### config.mk
export PLATFORM = sky130hd
export DESIGN_NAME = imadu
export DESIGN_NICKNAME = d
export VERILOG_FILES = /design/src/rtl/imadu_pkg.sv /design/src/rtl/imadu.sv
export SDC_FILE = /design/constraint.sdc
export NUM_CORES = 1
export LEC_CHECK = 0
export BUFFER_PORTS_ARGS = -buffer_cell sky130_fd_sc_hd__buf_2
export CORE_UTILIZATION = 49
export DETAILED_ROUTE_END_ITERATION = 8
export GPL_ROUTABILITY_DRIVEN = 0
export PLACE_DENSITY = 0.81
export SLEW_MARGIN = 20
export SYNTH_ARGS = -nofsm -noshare
export SYNTH_HDL_FRONTEND = slang
export SYNTH_SLANG_ARGS = --single-unit
export TNS_END_PERCENT = 30
### constraint.sdc
create_clock -name clk -period 1.9 [get_ports clk]
set_input_delay 0.095 -clock clk [delete_from_list [all_inputs] [get_ports clk]]
set_output_delay 0.095 -clock clk [all_outputs]
set_load 0.05 [all_outputs]
### src/rtl/imadu_pkg.sv
// Shared arithmetic definitions for the iterative divider/multiplier pair:
// operand width default, counter-width helper and the FSM state type.
package imadu_pkg;

    localparam int DEF_WIDTH = 32'sd8;

    typedef enum logic [0:0] {
        ST_IDLE = 1'b0,
        ST_RUN  = 1'b1
    } state_e;

    // Smallest r with 2**r >= value; callers pass count+1 to size a counter reaching count.
    function automatic int clog2(input int value);
        int r;
        r = 32'sd0;
        while ((32'sd1 << r) < value) begin
            r = r + 32'sd1;
        end
        return r;
    endfunction

endpackage

### src/rtl/imadu.sv
// Iterative unsigned multiply-add: prod = a*b + c via radix-2 shift-add,
// one multiplier bit per clock, single-cycle go / level busy handshake.
module imadu
    import imadu_pkg::*;
#(
    parameter int WIDTH = DEF_WIDTH
) (
    input  logic                 clk,
    input  logic                 arst,
    input  logic                 go,
    input  logic [WIDTH-1:0]     a,
    input  logic [WIDTH-1:0]     b,
    input  logic [WIDTH-1:0]     c,
    output logic                 busy,
    output logic                 done,
    output logic [2*WIDTH-1:0]   prod
);

    localparam int PW = 2 * WIDTH;
    localparam int NW = clog2(WIDTH + 1);

    state_e             state_q, state_d;
    logic [PW-1:0]      p_q, p_d;
    logic [WIDTH-1:0]   a_q, a_d;
    logic [NW-1:0]      n_q, n_d;
    logic [PW-1:0]      prod_q, prod_d;
    logic               done_q, done_d;
    logic               last_s;
    logic [WIDTH:0]     sum_s;

    assign last_s = (n_q == NW'(WIDTH - 1));

    // State register.
    always_ff @(posedge clk or posedge arst) begin
        if (arst) begin
            state_q <= ST_IDLE;
        end else begin
            state_q <= state_d;
        end
    end

    // Next-state logic.
    always_comb begin
        state_d = state_q;
        case (state_q)
            ST_IDLE: begin
                if (go) begin
                    state_d = ST_RUN;
                end else begin
                    state_d = ST_IDLE;
                end
            end
            ST_RUN: begin
                if (last_s) begin
                    state_d = ST_IDLE;
                end else begin
                    state_d = ST_RUN;
                end
            end
            default: state_d = ST_IDLE;
        endcase
    end

    // Upper half plus the multiplicand when the current multiplier bit is set;
    // the extra bit is the carry that re-enters at the MSB on the shift.
    always_comb begin
        if (p_q[0]) begin
            sum_s = {1'b0, p_q[PW-1:WIDTH]} + {1'b0, a_q};
        end else begin
            sum_s = {1'b0, p_q[PW-1:WIDTH]};
        end
    end

    // Datapath next-state: capture on go, shift-add while running, publish on the last step.
    always_comb begin
        p_d    = p_q;
        a_d    = a_q;
        n_d    = n_q;
        prod_d = prod_q;
        done_d = 1'b0;
        case (state_q)
            ST_IDLE: begin
                if (go) begin
                    p_d = {c, b};
                    a_d = a;
                    n_d = {NW{1'b0}};
                end else begin
                    p_d = p_q;
                end
            end
            ST_RUN: begin
                p_d = {sum_s, p_q[WIDTH-1:1]};
                n_d = n_q + NW'(1);
                if (last_s) begin
                    prod_d = {sum_s, p_q[WIDTH-1:1]};
                    done_d = 1'b1;
                end else begin
                    prod_d = prod_q;
                end
            end
            default: begin
                p_d = p_q;
            end
        endcase
    end

    // Datapath registers.
    always_ff @(posedge clk or posedge arst) begin
        if (arst) begin
            p_q    <= {PW{1'b0}};
            a_q    <= {WIDTH{1'b0}};
            n_q    <= {NW{1'b0}};
            prod_q <= {PW{1'b0}};
            done_q <= 1'b0;
        end else begin
            p_q    <= p_d;
            a_q    <= a_d;
            n_q    <= n_d;
            prod_q <= prod_d;
            done_q <= done_d;
        end
    end

    // Outputs, all taken straight from registers.
    always_comb begin
        busy = (state_q == ST_RUN);
        done = done_q;
        prod = prod_q;
    end

endmodule

==> results.yml <==
setup_path:
  cp.buffers_inverters: 0
  critPathArrivalTime_ns: 2.05
  required_ns: 2.06
  crit_type: "reg2reg"
  r2r_end: "prod[14]"
  reg2regPathDepth: 6
  worstPathMaxFanout: 4
  critPathSlowestCell: "or4_1"
  max_stage_delay_ns: 0.49
  cpLargestDelayFamily: "simple AND/OR/NAND/NOR gates"
  crit_path_end_kind: "register"
  crit_path_end: "prod[14]"
  regToRegStartpoint: "p_q[10]"
  start_kind: "register"
  r2r_slack_ns: 0.009
  worstSetupPathDepth: 6
  crit_start: "p_q[10]"
  crit_path_cell_trace: "ha_4 -> o211ai_1 -> nor3_1 -> or4_1 -> nand3_2 -> a31oi_1"
floorplanning:
  start_util_pct: 51.60
  boundaryPins: 45
  rows: 24
  core_um2: 4384
  die_h_um: 69.95
  die_area_um2: 4892
  die_w_um: 69.95
sta:
  setup_slack_ns: 0.009474
  finalSetupViolations: 0
  min_period_ns: 1.891
  rsz0062_at_grt: "true"
  hold_viol: 0
  fin_crit_sh_pct: 99.50
  worst_pin_slew_ns: 0.5981
  timing.slew.headroom_pct: 60.12
  hold_ws_ns: 0.03150
  fmax_mhz: 529.0
  slew_violations: 0
  fin_skew_ns: 0.008450
  fin_setup_tns_ns: 0
cells_and_area:
  ff_latch_area_um2: 1151
  antennaDiodeCount: 0
  area_delta_synth_final_pct: 22.12
  layout_commonest_cell: "dfrtp_1"
  layout_common_cells: "dfrtp_1, buf_2, nand2_1"
  final_layout_size_suffix_gt1_share_pct: 30.88
  fill_cells: 350
  fin_nets: 308
  multi_input_comb_area_um2: 1114
  final_area_um2: 2763
clock_network:
  htreeDepth: 2
  cts_buffers: 5
  root_buffer: "clkbuf_8"
  cts_tree: "done"
  clock_sinks: 46
  post_cts_buffers: 0
  clockBufferDepth: 2
  path_clk_slew_ns: 0.09
  insertion_delay_ns: 0.30
global_routing:
  grt_pass1_vias: 1739
  antenna_found_initial: 0
  grt_pass1_wl_um: 8010
  overflow: 0
  gr-usage-all-layers_pct: 20.36
  grt_max_degree: 24
routing:
  drc_errors: 0
  via_per_inst: 5.488
  first_pass_iters: 4
  detail-route-antenna-nets: 0
  avgRoutedWirePerCell_um: 14.85
  num_vias: 1778
  drtIter0Drc: 68
  wl_um: 4811
pwr:
  clkPwrFrac_pct: 12.6
  ir_worst_vdd_v: 0.001107
  swShare_pct: 45.12
  switchingPower_w: 0.002582
  p_leak_nw: 1.366
  p_comb_share_pct: 55.0
  pwr-share-seq_pct: 32.5
  intPower_w: 0.003140
  total_power_w: 0.005722
  p_per_area_nw_per_um2: 2071
synth:
  ys_warn_count: 0
  synth_seq_area_share_pct: 50.88
  syn_area_um2: 2262
  synth_edf_count: 0
  synth_cell_type_count: 33
  ys.flop_type: "dfrtp_1"
  netlist_instances: 221
  synth_nets: 258
  synth-seq-cells: 46
  avgSynthCellArea_um2: 10.24
  async_flop_share_pct: 100.0
flow_run:
  drv_cap: 0
placement:
  place_area_um2: 2572
  place_ws_ns: -0.05527
  io_buffers: 44
  dp_hpwl_um: 3198
hold_path:
  hold_path_startpoint: "a[4]"
  min_path_type: "in2reg"
outcome:
  status: "finished, final reports clean"
synth_stat cells (5+ instances only):
cell,number,area [µm²]
o21ai_0,21,105.1
nor2b_1,11,68.82
a21oi_1,10,50.05
nor2_1,6,22.52
mux2_2,7,78.83
a211oi_1,8,60.06
ha_1,9,112.6
dfrtp_1,46,1151
inv_1,5,18.77
clkbuf_1,7,26.28
mux2i_1,14,140.1
nand2_1,40,150.1
registers in the layout, summed over array words and instances, names as in the netlist:
name,count
a_q,8
p_q,16
n_q,4
prod,16
busy,1
done,1
cell type report:
cell class                 count  share of cell area [%]
clock buffer                   5                   2.491
tap                           52                   2.355
inverter                       5                  0.6793
sequential                    46                   41.67
timing repair buffer          55                   11.05
clock inverter                 3                   1.449
multi-input combinational    158                   40.31
logic make-up after synthesis:
family / after synthesis / share of synthesized area (%)
muxes: 21 / 9.679
xor gates and xnor gates: 5 / 1.936
DFF: 46 / 50.88
buffers and inverters: 17 / 3.042
AOI/OAI and AO/OA: 55 / 15.10
adders and majority gates: 10 / 5.863
and+or+nand+nor: 67 / 13.50
what timing repair did:
action | in CTS | in global routing
hold buffers | 1 | 0
gates resized for setup | 5 | 11
pin swaps | 2 | 2
endpoints found under the setup margin | 4 | 8
endpoints found under the hold margin | 16 | 0
metrics by stage:
stage / util [%] / cells
4_1_cts: 61.93 / 324
2_1_floorplan: - / 221
3_3_place_gp: 58.68 / 315
5_1_grt: 63.01 / 324
6_report: 63.01 / 324
3_5_place_dp: 58.68 / 315
power groups by stage:
stage | Clock, W | Combinational, W | Sequential [W]
floorplan | 0 | 0.00171 | 0.00230
global placement | 0 | 0.00275 | 0.00184
detailed placement | 0 | 0.00282 | 0.00185
CTS | 0.000732 | 0.00293 | 0.00185
global route | 0.000761 | 0.00345 | 0.00193
finish | 0.000718 | 0.00315 | 0.00186
per-layer routing:
layer	track usage [%]	wire (µm)
met5	0	0
met4	5.333	30
met3	3.752	147
met2	33.44	2400
met1	27.90	2232
how the worst min path moves through the flow:
stage	end	depth (start not counted)
floorplan	a_q[1]	2
global placement	done	2
detailed placement	done	2
CTS	a_q[6]	2
global route	a_q[7]	2
finish	a_q[4]	2
Power figures use the tool's default switching activity.
